**src/rtl/cpu_clock_controller.sv**
```systemverilog
// cpu_clock_controller
//
// Purpose: generates the registered CPU bus clock from the 100MHz system clock.
// A power-of-two divider sets the half-period (selectable at run time), the
// clock can free-run or be single-stepped from a debounced push button, and a
// halt request stops the bus clock cleanly at a low phase. One-cycle strobes
// mark each bus_clk edge for logic that runs on clock enables.
//
// Optional feature: define CYCLE_COUNTER_EN to build the bus-cycle counter.
// Without it cycle_count is tied to zero.
//
// Ports:
//   clk           in   system clock, 100MHz
//   rst_n         in   asynchronous active-low reset
//   hlt           in   halt request from the CPU control logic
//   run_mode      in   1 = free-run, 0 = single-step
//   step_btn      in   raw, asynchronous, active-high step button
//   speed_sel     in   half-period = 2^(DIV_WIDTH-1-speed_sel) clk, minimum 1
//   bus_clk       out  registered CPU clock level
//   bus_tick      out  one-cycle strobe on the cycle bus_clk rises
//   control_tick  out  one-cycle strobe on the cycle bus_clk falls
//   halted        out  high while the controller is halted
//   cycle_count   out  completed bus_clk rising edges (0 when feature off)

module cpu_clock_controller #(
    parameter int DIV_WIDTH     = 26,
    parameter int SEL_WIDTH     = 3,
    parameter int DEBOUNCE_BITS = 20,
    parameter int CNT_WIDTH     = 16
) (
    input  logic                 clk,
    input  logic                 rst_n,
    input  logic                 hlt,
    input  logic                 run_mode,
    input  logic                 step_btn,
    input  logic [SEL_WIDTH-1:0] speed_sel,
    output logic                 bus_clk,
    output logic                 bus_tick,
    output logic                 control_tick,
    output logic                 halted,
    output logic [CNT_WIDTH-1:0] cycle_count
);

    // state      | meaning
    // S_LOW      | bus_clk low, counting the low half-period
    // S_HIGH     | bus_clk high, free-running half-period
    // S_STEP_WAIT| bus_clk low, divider idle, waiting for a step press
    // S_STEP_HIGH| bus_clk high for one half-period after a step press
    // S_HALTED   | bus_clk low, halted flag set, divider idle
    typedef enum logic [2:0] {
        S_LOW,
        S_HIGH,
        S_STEP_WAIT,
        S_STEP_HIGH,
        S_HALTED
    } state_t;

    localparam int MAX_SHIFT = DIV_WIDTH - 1;

    state_t                   state;
    logic [DIV_WIDTH-1:0]     div_cnt;
    logic [DIV_WIDTH-1:0]     half_m1;
    logic                     phase_end;

    logic [1:0]               sync_q;
    logic                     db_state;
    logic [DEBOUNCE_BITS-1:0] db_cnt;
    logic                     step_pulse;

    // Terminal count for the divider. Selections past the divider width clamp
    // to a half-period of one clk.
    always_comb begin
        if (32'(speed_sel) >= MAX_SHIFT) begin
            half_m1 = '0;
        end else begin
            half_m1 = (DIV_WIDTH'(1) << (MAX_SHIFT - 32'(speed_sel))) - DIV_WIDTH'(1);
        end
    end

    // >= rather than == so a switch to a faster speed mid-phase ends the
    // phase on the next cycle instead of running the counter round to wrap.
    assign phase_end = (div_cnt >= half_m1);

    // Step button: two-flop synchroniser, then the input must differ from the
    // accepted level for 2^DEBOUNCE_BITS consecutive cycles before it is taken.
    // Only an accepted 0->1 change produces a step.
    always_ff @(posedge clk or negedge rst_n) begin
        if (!rst_n) begin
            sync_q     <= '0;
            db_state   <= 1'b0;
            db_cnt     <= '0;
            step_pulse <= 1'b0;
        end else begin
            sync_q     <= {sync_q[0], step_btn};
            step_pulse <= 1'b0;
            if (sync_q[1] == db_state) begin
                db_cnt <= '0;
            end else if (db_cnt == '1) begin
                db_cnt     <= '0;
                db_state   <= sync_q[1];
                step_pulse <= sync_q[1];
            end else begin
                db_cnt <= db_cnt + 1'b1;
            end
        end
    end

    // All outputs are registered together with the state so bus_clk cannot
    // glitch and the strobes line up exactly with the bus_clk edges.
    always_ff @(posedge clk or negedge rst_n) begin
        if (!rst_n) begin
            state        <= S_LOW;
            div_cnt      <= '0;
            bus_clk      <= 1'b0;
            bus_tick     <= 1'b0;
            control_tick <= 1'b0;
            halted       <= 1'b0;
        end else begin
            bus_tick     <= 1'b0;
            control_tick <= 1'b0;
            case (state)
                S_LOW: begin
                    if (phase_end) begin
                        div_cnt <= '0;
                        if (hlt) begin
                            state  <= S_HALTED;
                            halted <= 1'b1;
                        end else if (!run_mode) begin
                            state <= S_STEP_WAIT;
                        end else begin
                            state    <= S_HIGH;
                            bus_clk  <= 1'b1;
                            bus_tick <= 1'b1;
                        end
                    end else begin
                        div_cnt <= div_cnt + 1'b1;
                    end
                end
                // hlt is not looked at while high: the high phase always runs
                // to completion so the CPU never sees a runt pulse.
                S_HIGH, S_STEP_HIGH: begin
                    if (phase_end) begin
                        div_cnt      <= '0;
                        state        <= S_LOW;
                        bus_clk      <= 1'b0;
                        control_tick <= 1'b1;
                    end else begin
                        div_cnt <= div_cnt + 1'b1;
                    end
                end
                S_STEP_WAIT: begin
                    div_cnt <= '0;
                    if (hlt) begin
                        state  <= S_HALTED;
                        halted <= 1'b1;
                    end else if (step_pulse) begin
                        state    <= S_STEP_HIGH;
                        bus_clk  <= 1'b1;
                        bus_tick <= 1'b1;
                    end else if (run_mode) begin
                        state    <= S_HIGH;
                        bus_clk  <= 1'b1;
                        bus_tick <= 1'b1;
                    end
                end
                S_HALTED: begin
                    div_cnt <= '0;
                    if (!hlt && (run_mode || step_pulse)) begin
                        state    <= S_HIGH;
                        halted   <= 1'b0;
                        bus_clk  <= 1'b1;
                        bus_tick <= 1'b1;
                    end
                end
                default: begin
                    state   <= S_LOW;
                    div_cnt <= '0;
                    bus_clk <= 1'b0;
                    halted  <= 1'b0;
                end
            endcase
        end
    end

`ifdef CYCLE_COUNTER_EN
    // Counts bus_tick strobes; wraps naturally at 2^CNT_WIDTH.
    always_ff @(posedge clk or negedge rst_n) begin
        if (!rst_n) begin
            cycle_count <= '0;
        end else if (bus_tick && !halted) begin
            cycle_count <= cycle_count + 1'b1;
        end
    end
`else
    assign cycle_count = '0;
`endif

endmodule

```
**config.mk**
```make
export PLATFORM = sky130hd
export DESIGN_NAME = cpu_clock_controller
export DESIGN_NICKNAME = d
export VERILOG_FILES = /design/src/rtl/cpu_clock_controller.sv
export SDC_FILE = /design/constraint.sdc
export NUM_CORES = 1
export LEC_CHECK = 0
export CORE_MARGIN = 2
export CORE_UTILIZATION = 50
export DETAILED_ROUTE_END_ITERATION = 12
export PLACE_DENSITY = 0.71
export SYNTH_ARGS = -nofsm -noshare
export SYNTH_HDL_FRONTEND = slang
export SYNTH_SLANG_ARGS = --single-unit
```
**constraint.sdc**
```tcl
create_clock -name clk -period 2.7 [get_ports clk]
set_clock_uncertainty 0.1 [all_clocks]
set_input_delay 0.27 -clock clk [delete_from_list [all_inputs] [get_ports clk]]
set_output_delay 0.27 -clock clk [all_outputs]
set_load 0.03 [all_outputs]
```
* Word level (Yosys, flattened, before mapping)
Index checks and enable logic that the tools add are counted.
** Operators by class
- Equality and inequality tests :: 12
- $mul :: 0
- Shifts and indexed selects :: 1
- Multiplexer cells :: 36
- Bitwise operators :: 2
- Divide/modulo/power cells :: 0
- $lt $le $gt $ge :: 1
- Reduce and logical (&&, ||, !) cells :: 10
- $add $sub $neg :: 4
** Operator list (number)
- 26-bit two-way mux :: 2
- 20-bit two-way mux :: 2
- 1-bit by 32-bit left shift with 26-bit output (first input constant) :: 1
- 26-bit by 1-bit adder with 26-bit output (second input constant) :: 1
- 26-bit greater-or-equal comparator :: 1
- 26-bit by 2-bit subtractor with 26-bit output (second input constant) :: 1
- 3-bit two-way mux :: 7
- 20-bit by 1-bit adder with 20-bit output (second input constant) :: 1
- 20-bit equality test (second input constant) :: 1
- 1-bit two-way mux :: 20
- 3-bit one-hot mux with 4 select lines :: 1
- 2-bit inequality test (second input constant) :: 5
- 1-bit one-hot mux with 4 select lines :: 2
- 3-bit by 2-bit equality test with 1-bit output (second input constant) :: 2
- 5-bit by 3-bit subtractor with 6-bit output (first input constant) :: 1
- 5-bit AND reduction :: 1
- 4-bit inequality test (second input constant) :: 1
- 4-bit AND reduction :: 1
- 3-bit by 1-bit equality test with 1-bit output (second input constant) :: 1
- 3-bit equality test (second input constant) :: 1
- 3-bit logical NOT :: 1
- 1-bit one-hot mux with 3 select lines :: 1
- 3-bit AND reduction :: 1
- 3-bit OR reduction :: 1
- other kinds (8) :: 9
** Word-level totals
- Logic and storage cells :: 76
- Output and inout bits :: 20
- RAM bits :: 0
- Memory bits (read-only) :: 0
- Latch bits :: 0
- Bits in registers :: 57
- Memories :: 0
- Input bits :: 8

* Longest topological paths before layout
Gate-level depths: netlist of run 1.
- Depth in word-level cells :: 6
- Mapped depth :: 14

* Worst setup path before layout of run 1
Ideal clock, no wire load.
- Path kind :: input -> register
- Start :: input speed_sel[1]
- End :: register bus_clk
- Setup time :: 0.125 ns
- Cell stages on the path :: 12
- Slack :: -0.611 ns
- Arrival :: 3.087 ns
- Cells stage by stage :: inv_1 > ha_1 > or4_1 > ha_1 > o21ai_0 > xnor2_1 > ha_1 > nand4_1 > nor3_1 > and4bb_2 > a21oi_1 > mux2_2
** On the way
- Word-level cells in the longest chain between the ends :: 6
- Elaborated cells between the ends (all ways) :: 7
** Ends and longest elaborated chain
- from (decl) :: line 36 : input logic [SEL_WIDTH-1:0] speed_sel,
- 5-bit by 3-bit subtractor with 6-bit output (*) :: line 76 : half_m1 = (DIV_WIDTH'(1) << (MAX_SHIFT - 32'(speed_sel))) - DIV_WIDTH'(1);
- 1-bit by 32-bit left shift with 26-bit output (*) :: line 76
- 26-bit by 2-bit subtractor with 26-bit output (*) :: line 76
- 26-bit greater-or-equal comparator (*) :: line 82 : assign phase_end = (div_cnt >= half_m1);
- 2-bit inequality test (no source line)
- 5-bit AND reduction (no source line) (*)
- to (signal assigned) :: line 114 : bus_clk <= 1'b0;
- to (signal assigned) :: line 132 : bus_clk <= 1'b1;
- to (signal assigned) :: line 145 : bus_clk <= 1'b0;
- to (decl) :: line 37 : output logic bus_clk,
Every way passes the cells marked *; elsewhere a longest branch is shown, timed or not.
A chain may end at the register's enable or synchronous reset.

* Worst setup path in the final report of run 1
Same ends and word-level chain as after synthesis.

==> run_results.csv, run 1 <==
group,metric,value,unit
run_status,run_status,"finished, violations left",
run_status,failed_checks,"setup timing",
flow_run,cap_viol_max_count,0,
setup_path,crit_fanout,6,
clocking,cts_tree,"yes",
timing,setup-violations-final,32,
global_route,number_of_global_route_vias_before_repair,2410,
detailed_routing,drt_first_iter_violations,156,
detailed_routing,dr_total_vias,2378,
global_route,overflow_left_after_global_routing,0,
setup_path,timing.critical_path.from_type,"input pin",
logic_synthesis,synthDistinctLibCells,48,
timing,post-route-min-period,2.92,ns
setup_path,data_arrival_at_the_endpoint_of_the_critical_path,3.03,ns
floorplanning,die_height,84.4,µm
timing,slew-limit-headroom,0.481,
timing,timing_worst_slew_pin_value,0.773,ns
place,gpl.final_weighted_congestion,0.771,
power_and_ir_drop,netSwitchingFraction,0.323,
finish,antenna_cells,0,
power_and_ir_drop,total_switching_power,724,µW
place,dpl_worst_slack,-1.03,ns
finish,layout_commonest_cell,"sky130_fd_sc_hd__nor2_1",
logic_synthesis,synth.ff_latch_count,57,
finish,post_layout_nonfiller_instances,458,
finish,final_cell_area,3820,µm²
floorplanning,floorplan.io_pins,28,
timing,achievable-frequency,343,MHz
clocking,numCtsBuffers,9,
place,placed_area,3510,µm²
global_route,wire_length_of_the_first_global_routing_pass,10700,µm
place,numPortBuffers,11,
logic_synthesis,asyncSetResetFlopFracSynth,1.00,
timing,timing.final.crit_share,1.08,
finish,layout.cells.most_common_list,"sky130_fd_sc_hd__nor2_1 (58), sky130_fd_sc_hd__dfrtp_1 (57), sky130_fd_sc_hd__xnor2_1 (24), sky130_fd_sc_hd__xor2_1 (23), sky130_fd_sc_hd__buf_4 (23)",
detailed_routing,route.detailed.drc,0,
floorplanning,start_util,0.512,
logic_synthesis,synth_enable_flop_cells,0,
detailed_routing,routed_wire_length_per_instance,13.1,µm
setup_path,worst_ep_required_time,2.82,ns
logic_synthesis,post_synth_inst_count,336,
power_and_ir_drop,clock_power_share,0.298,
clocking,h-tree-depth,3,
floorplanning,die_width,84.4,µm
clocking,cts_root_buffer,"sky130_fd_sc_hd__clkbuf_8",
floorplanning,fp-row-count,29,
floorplanning,core_region_area,6310,µm²
clocking,cts-root-to-sink-buffers,2,
finish,multi_input_comb_area,1770,µm²
finish,final-seq-area,1430,µm²
power_and_ir_drop,power.share.sequential,0.451,
logic_synthesis,synthesis.area_per_instance,9.62,µm²
power_and_ir_drop,combinational_cell_fraction_of_total_power,0.250,
timing,final_max_slew_viol_count,0,
detailed_routing,drt-vias-per-instance,5.19,
detailed_routing,drtAntennaViolNets,0,
global_route,groute.usage.overall,0.183,
power_and_ir_drop,max-vdd-ir-drop,0.371,mV
timing,final-hold-violation-count,0,
hold_path,timing.hold.worst.class,"flip-flop to flip-flop",
detailed_routing,wl,5980,µm
floorplanning,design.die.area,7130,µm²
timing,grt_setup_unrepaired,"yes",
clocking,clkLatencyLatePin,0.33,ns
setup_path,setup.worst_path.end_class,"flip-flop",
finish,layout-area-overhead-vs-synth,18.3,%
clocking,clk_pin_slew,0.07,ns
power_and_ir_drop,p_leak,1.74,nW
power_and_ir_drop,cellPowerDensity,586,nW/µm²
detailed_routing,first_pass_iters,4,
power_and_ir_drop,internal-power,1.52,mW
clocking,cts_sinks,57,
global_route,grt_start_max_net_pins,58,
logic_synthesis,syn_area,3230,µm²
logic_synthesis,synth-warning-count,0,
global_route,initial_antenna_violation_count,0,
setup_path,worstSetupPathType,"input pin to flip-flop",
logic_synthesis,ys.flop_type,"sky130_fd_sc_hd__dfrtp_1",
finish,layout_cell_share_with_drive_strength_beyond_1,0.186,
timing,final_critical_path_setup_slack,-0.217,ns
finish,nets_final,403,
place,dp_cells,433,
finish,n_fill_cell,526,
place,place_hpwl,4040,µm
logic_synthesis,synth_seq_area_share,0.441,
[area by class of cell]
| class | instances | share of cell area |
|---|---|---|
| multi-input combinational | 261 | 0.464 |
| sequential | 57 | 0.373 |
| timing repair buffer | 37 | 0.0841 |
| clock buffer | 12 | 0.0379 |
| tap | 77 | 0.0252 |
| inverter | 11 | 0.0118 |
| clock inverter | 3 | 0.00458 |
[layer usage]
metal | up-vias | share of wire | track usage
met5 | - | 0 | 0
met4 | 0 | 0.0095 | 0.0447
met3 | 5 | 0.031 | 0.0610
met2 | 30 | 0.47 | 0.308
met1 | 1142 | 0.48 | 0.229
li1 | 1201 | - | -
[Yosys cell counts (all sizes together) (2+ instances only)]
cell type | count | area share
a21oi | 7 | 0.012
a22oi | 3 | 0.0085
and3 | 8 | 0.017
and4 | 5 | 0.014
buf | 21 | 0.048
dfrtp | 57 | 0.44
ha | 18 | 0.070
inv | 11 | 0.013
mux2 | 2 | 0.0070
nand2 | 22 | 0.026
nand2b | 2 | 0.0039
nand3 | 19 | 0.029
nand4 | 15 | 0.031
nor2 | 60 | 0.070
nor3 | 11 | 0.019
nor4 | 3 | 0.0058
nor4b | 2 | 0.0054
o21ai | 3 | 0.0046
or4 | 2 | 0.0058
xnor2 | 24 | 0.065
xor2 | 23 | 0.062
[state kept, by name, indices dropped and copies added (netlist names)]
| name | count |
|---|---|
| control_tick | 1 |
| sync_q | 2 |
| state | 3 |
| bus_clk | 1 |
| div_cnt | 26 |
| db_cnt | 20 |
| db_state | 1 |
| bus_tick | 1 |
| halted | 1 |
| step_pulse | 1 |
[logic make-up (layout without fill, tap and decap cells)]
kind of cell,after synthesis,count (layout),synth area share
muxes,2,2,0.00697
adders and majority gates,18,18,0.0697
AOI/OAI and AO/OA,24,24,0.0530
and+or+nand+nor,154,154,0.238
buffers and inverters,33,63,0.0623
DFF,57,57,0.441
xor gates and xnor gates,47,47,0.127
other,1,16,0.00116
[final timing paths]
| check | slack (ns) | from | cells past startpoint | to |
|---|---|---|---|---|
| hold reg to reg | 0.25 | sync_q[0] | 0 | sync_q[1] |
| setup / recovery | -0.22 | speed_sel[1] | 14 | bus_clk |
| max in group asynchronous | 1.51 | rst_n | 3 | div_cnt[19] |
| hold / removal | 0.25 | sync_q[0] | 0 | sync_q[1] |
| min in group asynchronous | 0.51 | rst_n | 3 | db_cnt[13] |
| setup reg to reg | 0.51 | div_cnt[23] | 7 | bus_clk |
[worst max-delay path: stages]
cell and delay (ns):
sky130_fd_sc_hd__buf_8 0.08, sky130_fd_sc_hd__clkinvlp_4 0.09, sky130_fd_sc_hd__ha_4 0.19, sky130_fd_sc_hd__or4_4 0.54, sky130_fd_sc_hd__ha_4 0.18, sky130_fd_sc_hd__o21ai_2 0.12
sky130_fd_sc_hd__xnor2_1 0.08, sky130_fd_sc_hd__ha_1 0.27, sky130_fd_sc_hd__nand4_1 0.12, sky130_fd_sc_hd__buf_4 0.18, sky130_fd_sc_hd__nor4_4 0.27, sky130_fd_sc_hd__a22oi_2 0.16
sky130_fd_sc_hd__a21oi_2 0.19, sky130_fd_sc_hd__mux2_4 0.31
[metrics by stage]
stage                     hold WS, ns  power [mW]  setup TNS (ns)  utilization
after global placement          0.234        1.52          -26.27        0.556
after global routing            0.256        2.38           -8.15        0.606
after floorplan                -0.126        1.37           -5.14            -
final                           0.249        2.24           -4.72        0.606
after detailed placement        0.238        1.52          -29.75        0.556
after CTS                       0.252        2.24           -5.26        0.596
[power by group through the flow]
| stage | clock (mW) | sequential (mW) | combinational [mW] |
|---|---|---|---|
| 6_report | 0.669 | 1.01 | 0.562 |
| 5_1_grt | 0.734 | 1.02 | 0.623 |
| 4_1_cts | 0.689 | 1.01 | 0.544 |
| 3_5_place_dp | 0 | 1.02 | 0.498 |
| 3_3_place_gp | 0 | 1.02 | 0.497 |
| 2_1_floorplan | 0 | 1.03 | 0.346 |
[what timing repair did]
action	in CTS	in global routing
hold buffers	1	0
endpoints found under the hold margin	10	0
gates resized for setup	19	7
pin swaps	11	13
buffers inserted	6	3
setup endpoints to repair	33	33
No activity file was read; power rests on OpenSTA's default activity.
==> inputs of run 2 (changes only) <==
--- a/config.mk
+++ b/config.mk
@@ -5,7 +5,7 @@
 export SDC_FILE = /design/constraint.sdc
 export NUM_CORES = 1
 export LEC_CHECK = 0
-export CORE_MARGIN = 2
+export CORE_MARGIN = 1.5
 export CORE_UTILIZATION = 50
 export DETAILED_ROUTE_END_ITERATION = 12
 export PLACE_DENSITY = 0.71
==> run_results.csv, run 2 (synthesized netlist as in run 1, its figures left out) <==
group,metric,value,unit
finish,antenna_cells,0,
timing,final_critical_path_setup_slack,-0.167,ns
detailed_routing,routed_wire_length_per_instance,15.0,µm
global_route,fraction_of_met3_tracks_used_by_global_routing,0.0666,
power_and_ir_drop,power.share.sequential,0.355,
place,gpl.final_weighted_congestion,0.802,
global_route,grt.busiest_layer,"met2",
clocking,clkLatencyLatePin,0.35,ns
timing,post-route-min-period,2.87,ns
finish,layout-area-overhead-vs-synth,31.5,%
hold_path,hold_path_startpoint,"sync_q[0]",
setup_path,critical_path.startpoint,"speed_sel[1]",
finish,layout.cells.most_common_list,"sky130_fd_sc_hd__dfrtp_1 (57), sky130_fd_sc_hd__nor2_1 (35), sky130_fd_sc_hd__xnor2_1 (24), sky130_fd_sc_hd__nor2_4 (24), sky130_fd_sc_hd__buf_4 (24)",
flow_run,cap_viol_max_count,0,
timing,slew-limit-headroom,0.503,
floorplanning,floorplan.io_pins,28,
finish,layout_cell_share_with_drive_strength_beyond_1,0.272,
clocking,cts_sinks,57,
setup_path,setup.worst_path.end_class,"flip-flop",
detailed_routing,drtAntennaViolNets,0,
place,numPortBuffers,11,
run_status,failed_checks,"setup timing",
finish,register_bank_with_the_most_flops,"div_cnt",
floorplanning,die_width,83.4,µm
global_route,initial_antenna_violation_count,0,
floorplanning,fp-row-count,29,
finish,layout_commonest_cell,"sky130_fd_sc_hd__dfrtp_1",
finish,final_cell_area,4250,µm²
timing,setup-violations-final,32,
power_and_ir_drop,cellPowerDensity,674,nW/µm²
power_and_ir_drop,max-vdd-ir-drop,0.500,mV
detailed_routing,drt-vias-per-instance,5.37,
hold_path,timing.hold.worst.class,"flip-flop to flip-flop",
timing,timing.final.crit_share,1.06,
detailed_routing,wl,6980,µm
finish,n_fill_cell,496,
floorplanning,start_util,0.512,
detailed_routing,drt_first_iter_violations,155,
run_status,run_status,"finished, violations left",
timing,grt_setup_unrepaired,"yes",
global_route,overflow_left_after_global_routing,0,
power_and_ir_drop,combinational_cell_fraction_of_total_power,0.324,
finish,biggestRegsByFlops,"div_cnt x26, db_cnt x20, state x3",
detailed_routing,dr_total_vias,2503,
timing,timing_worst_slew_pin_value,0.739,ns
detailed_routing,first_pass_iters,4,
setup_path,rr_startpoint,"div_cnt[21]",
clocking,numCtsBuffers,9,
floorplanning,die_height,83.4,µm
global_route,number_of_global_route_vias_before_repair,2535,
power_and_ir_drop,clock_power_share,0.321,
global_route,groute.usage.overall,0.212,
clocking,cts-root-to-sink-buffers,2,
clocking,cts_root_buffer,"sky130_fd_sc_hd__clkbuf_8",
power_and_ir_drop,p_leak,1.81,nW
power_and_ir_drop,internal-power,1.94,mW
finish,nets_final,410,
global_route,grtUsageMet1,0.266,
floorplanning,design.die.area,6960,µm²
global_route,wire_length_of_the_first_global_routing_pass,11800,µm
clocking,h-tree-depth,3,
timing,achievable-frequency,349,MHz
place,place_hpwl,4130,µm
setup_path,worstSetupPathType,"input pin to flip-flop",
global_route,global_route_met2_usage,0.353,
detailed_routing,route.detailed.drc,0,
setup_path,worst_ep_required_time,2.88,ns
timing,final_max_slew_viol_count,0,
timing,final-hold-violation-count,0,
clocking,clk_pin_slew,0.07,ns
place,placed_area,3540,µm²
power_and_ir_drop,netSwitchingFraction,0.325,
timing,hold-worst-slack,0.255,ns
clocking,cts_tree,"yes",
power_and_ir_drop,total_switching_power,930,µW
setup_path,timing.critical_path.from_type,"input pin",
setup_path,data_arrival_at_the_endpoint_of_the_critical_path,3.05,ns
finish,max_ffs_per_register,26,
setup_path,crit_fanout,5,
floorplanning,core_region_area,6310,µm²
global_route,grt_start_max_net_pins,58,
run 2: cell type report:
class | instances | area, µm² | area share
multi-input combinational | 261 | 1990 | 0.468
sequential | 57 | 1430 | 0.335
timing repair buffer | 44 | 465 | 0.109
clock buffer | 11 | 151 | 0.0356
tap | 77 | 96.3 | 0.0227
clock inverter | 5 | 77.6 | 0.0182
inverter | 11 | 45.0 | 0.0106
run 2: stage by stage:
| stage | setup slack (ns) | util | power [mW] | cells | TNS [ns] |
|---|---|---|---|---|---|
| after floorplan | -0.301 | - | 1.37 | 351 | -5.14 |
| final | -0.167 | 0.673 | 2.87 | 466 | -2.63 |
| after CTS | -0.123 | 0.627 | 2.62 | 462 | -1.42 |
| after detailed placement | -1.01 | 0.561 | 1.54 | 435 | -28.59 |
| after global placement | -0.899 | 0.561 | 1.53 | 435 | -25.62 |
| after global routing | -0.259 | 0.673 | 3.00 | 466 | -5.62 |
run 2: what timing repair did:
item	4_1_cts	5_1_grt
pin swaps	8	32
buffers inserted	8	3
hold buffers	1	0
gates cloned	2	1
hold endpoints to repair	57	0
resized for setup	25	59
endpoints found under the setup margin	33	32
run 2: path summary, 6_finish.rpt:
path                          endpoint  slack, ns  cells after the start
setup / recovery           div_cnt[23]      -0.17                     16
hold / removal               sync_q[1]       0.25                      0
setup reg to reg           div_cnt[23]       0.41                      8
hold reg to reg              sync_q[1]       0.25                      0
max in group asynchronous   div_cnt[8]       1.89                      3
min in group asynchronous   db_cnt[16]       0.35                      3
run 2: per-layer routing:
layer | vias up | share of wire
met5 | - | 0
met2 | 36 | 0.52
li1 | 1223 | -
met3 | 15 | 0.029
met4 | 0 | 0.023
met1 | 1229 | 0.43
run 2: power by group through the flow:
stage                     Sequential [mW]  Combinational [mW]  Clock (mW)
after floorplan                      1.03               0.346           0
after global placement               1.02               0.507           0
after detailed placement             1.02               0.513           0
after CTS                            1.01               0.677       0.936
after global routing                 1.03               0.994       0.978
final                                1.02               0.928       0.920
run 2: worst max-delay path, stage by stage:
cell and delay, ns:
sky130_fd_sc_hd__buf_8 0.08, sky130_fd_sc_hd__clkinvlp_4 0.09, sky130_fd_sc_hd__ha_4 0.16, sky130_fd_sc_hd__or4_4 0.54
sky130_fd_sc_hd__ha_4 0.18, sky130_fd_sc_hd__o21ai_2 0.11, sky130_fd_sc_hd__xnor2_1 0.13, sky130_fd_sc_hd__ha_1 0.24
sky130_fd_sc_hd__nand4_1 0.10, sky130_fd_sc_hd__buf_4 0.16, sky130_fd_sc_hd__o21bai_4 0.06, sky130_fd_sc_hd__and4bb_4 0.42
sky130_fd_sc_hd__nand2_8 0.11, sky130_fd_sc_hd__buf_12 0.17, sky130_fd_sc_hd__clkbuf_16 0.16, sky130_fd_sc_hd__nor2_4 0.07
